**config.mk**
```make
export PLATFORM = sky130hd
export DESIGN_NAME = note_lookup_sequencer
export DESIGN_NICKNAME = d
export VERILOG_FILES = /design/src/rtl/note_lookup_sequencer.sv
export SDC_FILE = /design/constraint.sdc
export NUM_CORES = 1
export LEC_CHECK = 0
export ABC_AREA = 1
export CAP_MARGIN = 20
export CORE_ASPECT_RATIO = 1.75
export CORE_UTILIZATION = 40
export DETAILED_ROUTE_END_ITERATION = 16
export GPL_ROUTABILITY_DRIVEN = 0
export GPL_TIMING_DRIVEN = 0
export SYNTH_ARGS = -nofsm -noshare
export SYNTH_HDL_FRONTEND = slang
export SYNTH_SLANG_ARGS = --single-unit
```
**constraint.sdc**
```tcl
create_clock -name clk -period 7.9 [get_ports clk]
set_input_delay 1.185 -clock clk [delete_from_list [all_inputs] [get_ports clk]]
set_output_delay 1.185 -clock clk [all_outputs]
set_load 0.03 [all_outputs]
```
**src/rtl/note_lookup_sequencer.sv**
```systemverilog
// Frequency-to-note lookup: binary search over an external synchronous boundary
// ROM, followed by a frame-stability / silence-hold filter on the result.
module note_lookup_sequencer #(
  parameter int unsigned FREQ_W      = 16,
  parameter int unsigned IDX_W       = 7,
  parameter int unsigned NUM_NOTES   = 120,
  parameter int unsigned STABLE_CNT  = 3,
  parameter int unsigned HOLD_FRAMES = 8
) (
  input  logic              clk,
  input  logic              resetn,
  input  logic [FREQ_W-1:0] freq_in,
  input  logic              freq_req,
  output logic              freq_ready,
  output logic              rom_rd,
  output logic [IDX_W-1:0]  rom_addr,
  input  logic [FREQ_W-1:0] rom_data,
  output logic              done,
  output logic              silent,
  output logic [IDX_W-1:0]  note_idx,
  output logic [3:0]        octave,
  output logic [3:0]        semitone,
  output logic [IDX_W-1:0]  stable_idx,
  output logic              stable_valid
);

  localparam int unsigned CNT_W     = $clog2(STABLE_CNT + 1);
  localparam int unsigned SIL_W     = $clog2(HOLD_FRAMES + 1);
  localparam int unsigned SUM_W     = IDX_W + 1;
  localparam int unsigned OCT_STEPS = (NUM_NOTES - 1) / 12;
  localparam logic [IDX_W-1:0] TOP_ADDR = IDX_W'(NUM_NOTES);
  localparam logic [IDX_W-1:0] TOP_IDX  = IDX_W'(NUM_NOTES - 1);

  typedef enum logic [2:0] {
    S_IDLE, S_RD_LO, S_CMP_LO, S_RD_HI, S_CMP_HI, S_RD_MID, S_CMP_MID, S_DONE
  } state_t;

  state_t             state, state_nx;
  logic [FREQ_W-1:0]  f_q, f_d;
  logic [IDX_W-1:0]   lo_q, lo_d, hi_q, hi_d, res_q, res_d;
  logic               frame_silent_q, frame_silent_d;
  logic [CNT_W-1:0]   cnt_q, cnt_d;
  logic [SIL_W-1:0]   sil_cnt_q, sil_cnt_d;
  logic [IDX_W-1:0]   last_q, last_d;

  logic               ready_d, rom_rd_d, done_d, silent_d, sval_d;
  logic [IDX_W-1:0]   rom_addr_d, note_idx_d, sidx_d;
  logic [3:0]         octave_d, semitone_d;

  logic               ge_rom;
  logic [IDX_W-1:0]   lo_m, hi_m, mid_nx;
  logic               span_one;
  logic [IDX_W-1:0]   rem;
  logic [3:0]         oct;

  // Search step: compare against the boundary read last cycle and narrow [lo, hi)
  always_comb begin
    ge_rom   = (f_q >= rom_data);
    lo_m     = ge_rom ? rom_addr : lo_q;
    hi_m     = ge_rom ? hi_q : rom_addr;
    span_one = ((hi_m - lo_m) == IDX_W'(1));
    mid_nx   = IDX_W'((SUM_W'(lo_m) + SUM_W'(hi_m)) >> 1);
  end

  // Octave/semitone of the held result by repeated compare-subtract
  always_comb begin
    rem = res_q;
    oct = 4'd0;
    for (int i = 0; i < int'(OCT_STEPS); i++) begin
      if (rem >= IDX_W'(12)) begin
        rem = rem - IDX_W'(12);
        oct = oct + 4'd1;
      end
    end
  end

  // State register
  always_ff @(posedge clk or negedge resetn) begin
    if (!resetn) state <= S_IDLE;
    else         state <= state_nx;
  end

  // Next-state logic
  always_comb begin
    state_nx = state;
    case (state)
      S_IDLE:    if (freq_req) state_nx = (freq_in == '0) ? S_DONE : S_RD_LO;
      S_RD_LO:   state_nx = S_CMP_LO;
      S_CMP_LO:  state_nx = ge_rom ? S_RD_HI : S_DONE;
      S_RD_HI:   state_nx = S_CMP_HI;
      S_CMP_HI:  state_nx = ge_rom ? S_DONE : S_RD_MID;
      S_RD_MID:  state_nx = S_CMP_MID;
      S_CMP_MID: state_nx = span_one ? S_DONE : S_RD_MID;
      S_DONE:    state_nx = S_IDLE;
      default:   state_nx = S_IDLE;
    endcase
  end

  // Next values of datapath, ROM port, result and filter registers
  always_comb begin
    f_d            = f_q;
    lo_d           = lo_q;
    hi_d           = hi_q;
    res_d          = res_q;
    frame_silent_d = frame_silent_q;
    rom_rd_d       = 1'b0;
    rom_addr_d     = rom_addr;
    ready_d        = (state_nx == S_IDLE);
    done_d         = 1'b0;
    silent_d       = silent;
    note_idx_d     = note_idx;
    octave_d       = octave;
    semitone_d     = semitone;
    cnt_d          = cnt_q;
    sil_cnt_d      = sil_cnt_q;
    last_d         = last_q;
    sidx_d         = stable_idx;
    sval_d         = stable_valid;
    case (state)
      S_IDLE: begin
        if (freq_req) begin
          f_d = freq_in;
          if (freq_in == '0) begin
            frame_silent_d = 1'b1;
            res_d          = '0;
          end else begin
            frame_silent_d = 1'b0;
            rom_rd_d       = 1'b1;
            rom_addr_d     = '0;
          end
        end
      end
      S_CMP_LO: begin
        if (!ge_rom) begin
          res_d = '0;
        end else begin
          lo_d       = '0;
          rom_rd_d   = 1'b1;
          rom_addr_d = TOP_ADDR;
        end
      end
      S_CMP_HI: begin
        if (ge_rom) begin
          res_d = TOP_IDX;
        end else begin
          hi_d       = TOP_ADDR;
          rom_rd_d   = 1'b1;
          rom_addr_d = IDX_W'((SUM_W'(lo_q) + SUM_W'(TOP_ADDR)) >> 1);
        end
      end
      S_CMP_MID: begin
        lo_d = lo_m;
        hi_d = hi_m;
        if (span_one) begin
          res_d = lo_m;
        end else begin
          rom_rd_d   = 1'b1;
          rom_addr_d = mid_nx;
        end
      end
      S_DONE: begin
        done_d     = 1'b1;
        silent_d   = frame_silent_q;
        note_idx_d = res_q;
        octave_d   = oct;
        semitone_d = rem[3:0];
        if (frame_silent_q) begin
          cnt_d = '0;
          if (sil_cnt_q < SIL_W'(HOLD_FRAMES)) sil_cnt_d = sil_cnt_q + SIL_W'(1);
          if (sil_cnt_d == SIL_W'(HOLD_FRAMES)) sval_d = 1'b0;
        end else begin
          sil_cnt_d = '0;
          if (res_q == last_q) begin
            if (cnt_q < CNT_W'(STABLE_CNT)) cnt_d = cnt_q + CNT_W'(1);
          end else begin
            last_d = res_q;
            cnt_d  = CNT_W'(1);
          end
          if (cnt_d == CNT_W'(STABLE_CNT)) begin
            sidx_d = res_q;
            sval_d = 1'b1;
          end
        end
      end
      default: ;
    endcase
  end

  // Registered outputs and datapath
  always_ff @(posedge clk or negedge resetn) begin
    if (!resetn) begin
      f_q            <= '0;
      lo_q           <= '0;
      hi_q           <= '0;
      res_q          <= '0;
      frame_silent_q <= 1'b0;
      cnt_q          <= '0;
      sil_cnt_q      <= '0;
      last_q         <= '0;
      freq_ready     <= 1'b1;
      rom_rd         <= 1'b0;
      rom_addr       <= '0;
      done           <= 1'b0;
      silent         <= 1'b0;
      note_idx       <= '0;
      octave         <= 4'd0;
      semitone       <= 4'd0;
      stable_idx     <= '0;
      stable_valid   <= 1'b0;
    end else begin
      f_q            <= f_d;
      lo_q           <= lo_d;
      hi_q           <= hi_d;
      res_q          <= res_d;
      frame_silent_q <= frame_silent_d;
      cnt_q          <= cnt_d;
      sil_cnt_q      <= sil_cnt_d;
      last_q         <= last_d;
      freq_ready     <= ready_d;
      rom_rd         <= rom_rd_d;
      rom_addr       <= rom_addr_d;
      done           <= done_d;
      silent         <= silent_d;
      note_idx       <= note_idx_d;
      octave         <= octave_d;
      semitone       <= semitone_d;
      stable_idx     <= sidx_d;
      stable_valid   <= sval_d;
    end
  end

endmodule

```
==> results of run 1 <==
[flip-flops by register name (all words and copies together) (netlist names)]
| name | cells |
|---|---|
| cnt_q | 2 |
| done | 1 |
| f_q | 16 |
| frame_silent_q | 1 |
| freq_ready | 1 |
| hi_q | 7 |
| last_q | 7 |
| lo_q | 7 |
| note_idx | 7 |
| octave | 4 |
| res_q | 7 |
| rom_addr | 7 |
| rom_rd | 1 |
| semitone | 2 |
| sil_cnt_q | 4 |
| silent | 1 |
| stable_idx | 7 |
| stable_valid | 1 |
| state | 3 |
[repair_timing]
item	CTS	global route
cloned	0	1
pin swaps	10	23
setup endpoints to repair	6	6
buffers inserted	24	19
resized for setup	30	30
endpoints found under the hold margin	0	0
[layout make-up]
cell class / count / area share
inverters: 146 / 0.0659
plain buffers: 18 / 0.00882
clock buffers: 11 / 0.0285
well taps: 224 / 0.0329
repair buffers: 112 / 0.121
clock inverters: 5 / 0.00412
multi-input cells: 669 / 0.485
flip-flops and latches: 86 / 0.254
[per-stage QoR]
step	setup TNS (ps)	worst slack, ps
after global placement	-6160	-1120
after detailed placement	-6480	-1170
after floorplan	0	16.8
after CTS	0	6.94
final	0	514
after global routing	-91.6	-51.8
[cells in the mapped netlist (2+ instances only)]
master / count / share of area
sky130_fd_sc_hd__a211oi_1: 2 / 0.0022
sky130_fd_sc_hd__a21oi_1: 27 / 0.020
sky130_fd_sc_hd__a31oi_1: 5 / 0.0047
sky130_fd_sc_hd__buf_4: 2 / 0.0022
sky130_fd_sc_hd__clkbuf_1: 16 / 0.0090
sky130_fd_sc_hd__dfrtp_1: 85 / 0.32
sky130_fd_sc_hd__fa_1: 2 / 0.0060
sky130_fd_sc_hd__ha_1: 48 / 0.090
sky130_fd_sc_hd__inv_1: 136 / 0.076
sky130_fd_sc_hd__inv_2: 9 / 0.0051
sky130_fd_sc_hd__nand2_1: 251 / 0.14
sky130_fd_sc_hd__nand2_2: 21 / 0.020
sky130_fd_sc_hd__nand2_4: 14 / 0.024
sky130_fd_sc_hd__nand3_1: 51 / 0.038
sky130_fd_sc_hd__nand3_2: 2 / 0.0030
sky130_fd_sc_hd__nand3_4: 9 / 0.024
sky130_fd_sc_hd__nand4_1: 20 / 0.019
sky130_fd_sc_hd__nor2_1: 44 / 0.025
sky130_fd_sc_hd__nor2_2: 2 / 0.0019
sky130_fd_sc_hd__nor2_4: 6 / 0.010
sky130_fd_sc_hd__nor2_8: 2 / 0.0060
sky130_fd_sc_hd__nor3_1: 12 / 0.0090
sky130_fd_sc_hd__nor4_1: 3 / 0.0028
sky130_fd_sc_hd__o21ai_0: 84 / 0.063
sky130_fd_sc_hd__o21ai_1: 7 / 0.0052
sky130_fd_sc_hd__o221ai_1: 2 / 0.0026
sky130_fd_sc_hd__o22ai_1: 8 / 0.0075
sky130_fd_sc_hd__o31ai_1: 5 / 0.0056
sky130_fd_sc_hd__xnor2_1: 4 / 0.0052
sky130_fd_sc_hd__xor2_1: 24 / 0.031
[critical path, delay by kind of cell, from the launching register on]
family                   cells  cell delay [ps]
AND/OR/NAND/NOR             43             4000
flip-flops                   1              460
AO/OA/AOI/OAI                2              240
buffers and inverters       13             1070
adder cells (fa/ha/maj)      8             1500
[worst min path at each step]
stage,slack [ps],startpoint,endpoint,cells past startpoint
after CTS,480,f_q[10]$_DFFE_PN0P_,f_q[10]$_DFFE_PN0P_,2
final,480,f_q[11]$_DFFE_PN0P_,f_q[11]$_DFFE_PN0P_,2
after detailed placement,470,f_q[10]$_DFFE_PN0P_,f_q[10]$_DFFE_PN0P_,2
after floorplan,450,f_q[10]$_DFFE_PN0P_,f_q[10]$_DFFE_PN0P_,2
after global placement,460,f_q[2]$_DFFE_PN0P_,f_q[2]$_DFFE_PN0P_,2
after global routing,500,octave[2]$_DFFE_PN0P_,octave[2]$_DFFE_PN0P_,2
[per-layer routing]
metal / routed length (microns) / global-route usage / vias up
met3: 310 / 0.0214 / 31
met1: 6160 / 0.197 / 2934
met2: 10200 / 0.429 / 88
met5: 0 / 0 / -
li1: - / - / 3227
met4: 413 / 0.0760 / 0
[cell families after synthesis]
kind of cell / Yosys count / synth area share
AOI/OAI and AO/OA: 149 / 0.124
xor gates and xnor gates: 28 / 0.0367
adders and majority gates: 50 / 0.0958
buffers and inverters: 164 / 0.0934
DFF: 86 / 0.322
and+or+nand+nor: 441 / 0.328
==> impl_metrics.sql, run 1 <==
INSERT INTO impl_metrics (metric_group, metric, value, unit) VALUES
('status', 'outcome', 'complete, no violations', ''),
('worst_setup_path', 'worst_ep_arrival_time', '7610', 'ps'),
('clocking', 'cts.path.max_buffers', '2', ''),
('job', 'max-cap-violations', '0', ''),
('synthesis', 'postSynth.topFlopCell', 'sky130_fd_sc_hd__dfrtp_1', ''),
('clocking', 'cts-root-buf', 'sky130_fd_sc_hd__clkbuf_16', ''),
('worst_setup_path', 'crit_end', 'semitone[2]$_DFFE_PN0P_', ''),
('worst_setup_path', 'slowest_delay', '460', 'ps'),
('worst_setup_path', 'critical_path_peak_fanout', '5', ''),
('clocking', 'clk_pin_slew_worst_paths', '60', 'ps'),
('clocking', 'cts_buffer_count', '9', ''),
('cells_and_area', 'drive_above_1_share', '0.165', ''),
('cells_and_area', 'final_cell_mix', 'sky130_fd_sc_hd__nand2_1 (241), sky130_fd_sc_hd__inv_1 (127), sky130_fd_sc_hd__o21ai_0 (83)', ''),
('place', 'dpl-instance-area', '7670', 'sq um'),
('die', 'die_width', '99.7', 'microns'),
('routing', 'drt_pre_antenna_iters', '4', ''),
('clocking', 'cts_tree', 'done', ''),
('grt', 'grt_max_degree', '65', ''),
('hold_path', 'hold_path_class', 'reg2reg', ''),
('die', 'core-area', '16400', 'sq um'),
('sta', 'setup_viol', '0', ''),
('worst_setup_path', 'timing.critical_path.from', 'res_q[2]$_DFFE_PN0P_', ''),
('cells_and_area', 'post-route-cell-area', '8510', 'sq um'),
('synthesis', 'synthesis.yosys.warnings', '0', ''),
('routing', 'post-route-drc-count', '0', ''),
('clocking', 'worstSkewPairLatency', '340', 'ps'),
('place', 'numPortBuffers', '68', ''),
('sta', 'hold_slack', '480', 'ps'),
('sta', 'tightestPinTransition', '574', 'ps'),
('die', 'start_util', '0.409', ''),
('sta', 'timing_limited_maximum_frequency', '135', 'MHz'),
('sta', 'fin_crit_sh', '0.935', ''),
('worst_setup_path', 'r2r.worst_path.cells', '66', ''),
('worst_setup_path', 'r2r_end', 'semitone[2]$_DFFE_PN0P_', ''),
('synthesis', 'synth.ff_latch_count', '86', ''),
('routing', 'drt.antenna.violating_nets', '0', ''),
('cells_and_area', 'layout_commonest_cell', 'sky130_fd_sc_hd__nand2_1', ''),
('synthesis', 'synth_enable_flop_cells', '0', ''),
('cells_and_area', 'final_util', '0.520', ''),
('die', 'rows', '62', ''),
('worst_setup_path', 'crit_type', 'reg2reg', ''),
('grt', 'global_route_wire_length_before_repair', '28.6', 'mm'),
('grt', 'overflow', '0', ''),
('routing', 'drt_iter0_markers', '308', ''),
('synthesis', 'synth_fp_nets', '1003', ''),
('sta', 'report.final.hold_viol_count', '0', ''),
('synthesis', 'synth.yosys.seq_area_share', '0.322', ''),
('synthesis', 'synth-async-reset-ratio', '1.00', ''),
('worst_setup_path', 'crit_slowest_cell', 'sky130_fd_sc_hd__dfrtp_2', ''),
('place', 'dp_hpwl', '13.3', 'mm'),
('worst_setup_path', 'worst-r2r-setup-slack', '510', 'ps'),
('synthesis', 'syn_avg_cell_area', '7.29', 'sq um'),
('worst_setup_path', 'crit_path_end_kind', 'flip-flop', ''),
('cells_and_area', 'fill_cells', '1636', ''),
('routing', 'routed_wl', '17.1', 'mm'),
('cells_and_area', 'final_cell_count_no_fill', '1271', ''),
('synthesis', 'syn_area', '6690', 'sq um'),
('place', 'dp.cells', '1211', ''),
('grt', 'via_count_of_the_first_global_routing_pass', '6417', ''),
('routing', 'dr_total_vias', '6280', ''),
('cells_and_area', 'seq_area', '2160', 'sq um'),
('grt', 'grt_antenna_before_repair', '0', ''),
('cells_and_area', 'multiInputGateArea', '4130', 'sq um'),
('clocking', 'clkSinkCount', '86', ''),
('sta', 'maxSlewHeadroom', '0.614', ''),
('die', 'design.die.area', '17300', 'sq um'),
('die', 'die_h', '173', 'microns'),
('clocking', 'cts.hold.buffers_added', '0', ''),
('clocking', 'clock_tree.htree_level_count', '3', ''),
('sta', 'finalClockSkew', '9.10', 'ps'),
('routing', 'routed_len_inst', '13.5', 'microns'),
('sta', 'timing.final.crit_period', '7390', 'ps'),
('cells_and_area', 'num-nets-final', '1127', ''),
('worst_setup_path', 'critical_path.startpoint_type', 'flip-flop', ''),
('routing', 'post_drt_via_cell_ratio', '4.94', ''),
('sta', 'slew_viol_final', '0', ''),
('cells_and_area', 'area_growth_syn_to_layout', '27.2', '%'),
('worst_setup_path', 'regToRegStartpoint', 'res_q[2]$_DFFE_PN0P_', ''),
('cells_and_area', 'n_antenna_cell', '0', ''),
('synthesis', 'synth.distinct_cells', '45', ''),
('die', 'boundaryPins', '69', ''),
('worst_setup_path', 'worst-endpoint-required', '8130', 'ps'),
('grt', 'grt_usage', '0.206', ''),
('synthesis', 'netlist_instances', '918', '');
Power of run 1 is not shown: default switching activity piles up to over one toggle a cycle in this logic, so the estimate is an artifact.
==> inputs of run 2 (changes only) <==
- MAX_ROUTING_LAYER: not set -> met4
- clock period: 7.9 -> 7.55 ns (I/O delays scaled with it)
==> run 2 against run 1 <==
  * Global-route usage grew 1.0 points
  * Critical endpoint unchanged
  * Via count grew 1.2%
  * Register-to-register slack lost 170 ps
  * Die area is the same
  * Clock skew shrank 2.1 ps
  * Non-clock buffer count grew 20
  * Wire length grew 2.5%
  * Final cell count grew 1.5%
  * Critical path depth shrank 3
  * Clock-buffer cell count shrank 1
  * Cell area grew 3.9%
==> impl_metrics.sql, run 2 (synthesized netlist as in run 1, its figures left out) <==
INSERT INTO impl_metrics (metric_group, metric, value, unit) VALUES
('status', 'outcome', 'complete, no violations', ''),
('routing', 'post_drt_via_cell_ratio', '4.93', ''),
('sta', 'tightestPinTransition', '648', 'ps'),
('grt', 'overflow', '0', ''),
('routing', 'drt_pre_antenna_iters', '5', ''),
('sta', 'timing_limited_maximum_frequency', '139', 'MHz'),
('die', 'start_util', '0.409', ''),
('routing', 'drt.antenna.violating_nets', '0', ''),
('worst_setup_path', 'r2r.worst_path.cells', '63', ''),
('sta', 'hold_slack', '478', 'ps'),
('worst_setup_path', 'worst-r2r-setup-slack', '350', 'ps'),
('sta', 'fin_crit_sh', '0.954', ''),
('cells_and_area', 'final_cell_count_no_fill', '1290', ''),
('worst_setup_path', 'r2r_end', 'semitone[2]$_DFFE_PN0P_', ''),
('routing', 'routed_wl', '17.5', 'mm'),
('routing', 'post-route-drc-count', '0', ''),
('clocking', 'clk_pin_slew_worst_paths', '60', 'ps'),
('cells_and_area', 'final_util', '0.540', ''),
('routing', 'drt_iter0_markers', '163', ''),
('worst_setup_path', 'critical_path_peak_fanout', '8', ''),
('die', 'design.die.area', '17300', 'sq um'),
('cells_and_area', 'final_cell_mix', 'sky130_fd_sc_hd__nand2_1 (238), sky130_fd_sc_hd__inv_1 (123), sky130_fd_sc_hd__o21ai_0 (83)', ''),
('worst_setup_path', 'worst-endpoint-required', '7770', 'ps'),
('place', 'dp_hpwl', '13.5', 'mm'),
('die', 'rows', '62', ''),
('grt', 'grt_usage', '0.217', ''),
('clocking', 'clock_tree.htree_level_count', '3', ''),
('cells_and_area', 'largest_register', 'f_q', ''),
('hold_path', 'hold_path_startpoint', 'f_q[1]$_DFFE_PN0P_', ''),
('routing', 'dr_total_vias', '6357', ''),
('sta', 'report.final.hold_viol_count', '0', ''),
('clocking', 'cts.path.max_buffers', '2', ''),
('hold_path', 'capture_endpoint_of_the_worst_hold_path', 'f_q[1]$_DFFE_PN0P_', ''),
('worst_setup_path', 'worst_path_top_cell_family_by_delay', 'simple AND/OR/NAND/NOR gates', ''),
('worst_setup_path', 'crit_slowest_cell', 'sky130_fd_sc_hd__dfrtp_2', ''),
('clocking', 'cts.hold.buffers_added', '0', ''),
('clocking', 'cts-root-buf', 'sky130_fd_sc_hd__clkbuf_16', ''),
('clocking', 'cts_buffer_count', '9', ''),
('worst_setup_path', 'crit_path_end_kind', 'flip-flop', ''),
('cells_and_area', 'n_antenna_cell', '0', ''),
('cells_and_area', 'num-nets-final', '1146', ''),
('grt', 'global_route_wire_length_before_repair', '28.7', 'mm'),
('die', 'core-area', '16400', 'sq um'),
('routing', 'routed_len_inst', '13.6', 'microns'),
('grt', 'grt_max_degree', '60', ''),
('grt', 'grt_antenna_before_repair', '0', ''),
('clocking', 'worstSkewPairLatency', '340', 'ps'),
('sta', 'setup_viol', '0', ''),
('die', 'boundaryPins', '69', ''),
('clocking', 'clkSinkCount', '86', ''),
('clocking', 'cts_tree', 'done', ''),
('cells_and_area', 'area_growth_syn_to_layout', '32.1', '%'),
('worst_setup_path', 'slowest_delay', '460', 'ps'),
('worst_setup_path', 'crit_type', 'reg2reg', ''),
('die', 'die_h', '173', 'microns'),
('worst_setup_path', 'path_depth', '63', ''),
('worst_setup_path', 'regToRegStartpoint', 'res_q[2]$_DFFE_PN0P_', ''),
('place', 'dp.cells', '1211', ''),
('cells_and_area', 'largest_register_ffs', '16', ''),
('grt', 'via_count_of_the_first_global_routing_pass', '6244', ''),
('die', 'die_width', '99.7', 'microns'),
('hold_path', 'hold_path_class', 'reg2reg', ''),
('sta', 'finalClockSkew', '6.97', 'ps'),
('place', 'numPortBuffers', '68', ''),
('sta', 'timing.final.crit_period', '7200', 'ps'),
('worst_setup_path', 'worstPathBufferInverterCount', '12', ''),
('sta', 'fin_setup_tns', '0', 'ps'),
('worst_setup_path', 'critical_path.startpoint_type', 'flip-flop', ''),
('worst_setup_path', 'worst_ep_arrival_time', '7430', 'ps'),
('sta', 'slew_viol_final', '0', ''),
('job', 'max-cap-violations', '0', ''),
('cells_and_area', 'drive_above_1_share', '0.195', ''),
('sta', 'maxSlewHeadroom', '0.566', ''),
('cells_and_area', 'layout_commonest_cell', 'sky130_fd_sc_hd__nand2_1', ''),
('hold_path', 'whs_path_depth', '2', '');
[run 2: through the flow]
step	worst slack [ps]	area, sq um
floorplan	13.5	6770
global placement	-1070	7730
detailed placement	-1130	7760
CTS	22.6	8450
global route	-110	8840
finish	346	8840
[run 2: per-layer routing]
| metal | global-route usage | routed length (microns) | vias to the layer above |
|---|---|---|---|
| met5 | - | 0 | - |
| met2 | 0.436 | 10400 | 88 |
| li1 | - | - | 3254 |
| met1 | 0.200 | 6280 | 2983 |
| met3 | 0.0170 | 309 | 32 |
| met4 | 0.0925 | 537 | 0 |
[run 2: layout make-up]
class                      count  area (sq um)
buffer                        18          75.1
clock buffer                  10           239
inverter                     146           568
fill                        1588          7530
sequential                    86          2160
timing repair buffer         132          1180
tap                          224           280
multi-input combinational    668          4230
clock inverter                 6           109
[run 2: how the worst max path moves through the flow]
stage	from	to	slack, ps
after floorplan	res_q[2]$_DFFE_PN0P_	semitone[2]$_DFFE_PN0P_	10
after global placement	res_q[6]$_DFFE_PN0P_	semitone[2]$_DFFE_PN0P_	-1070
after detailed placement	res_q[6]$_DFFE_PN0P_	semitone[2]$_DFFE_PN0P_	-1130
after CTS	res_q[2]$_DFFE_PN0P_	semitone[2]$_DFFE_PN0P_	20
after global routing	res_q[2]$_DFFE_PN0P_	semitone[2]$_DFFE_PN0P_	-110
final	res_q[2]$_DFFE_PN0P_	semitone[2]$_DFFE_PN0P_	350
[run 2: worst min-delay path, cell delays in order, from the launching register on]
cell	delay, ps
sky130_fd_sc_hd__dfrtp_1	340
sky130_fd_sc_hd__nand2_1	50
sky130_fd_sc_hd__nand2_1	50
[run 2: what timing repair did]
item	CTS	global route
pin swaps	23	41
setup endpoints to repair	6	6
cloned	0	0
setup buffers	32	31
gates resized for setup	24	41
Power of run 2 is left out for the same reason.
==> inputs of run 3 (changes only) <==
- SKIP_LAST_GASP: not set -> 1
==> results of run 3 <==
Same layout as run 2: the final DEF is identical, and so are final timing and power.
Power of run 3 is left out for the same reason.
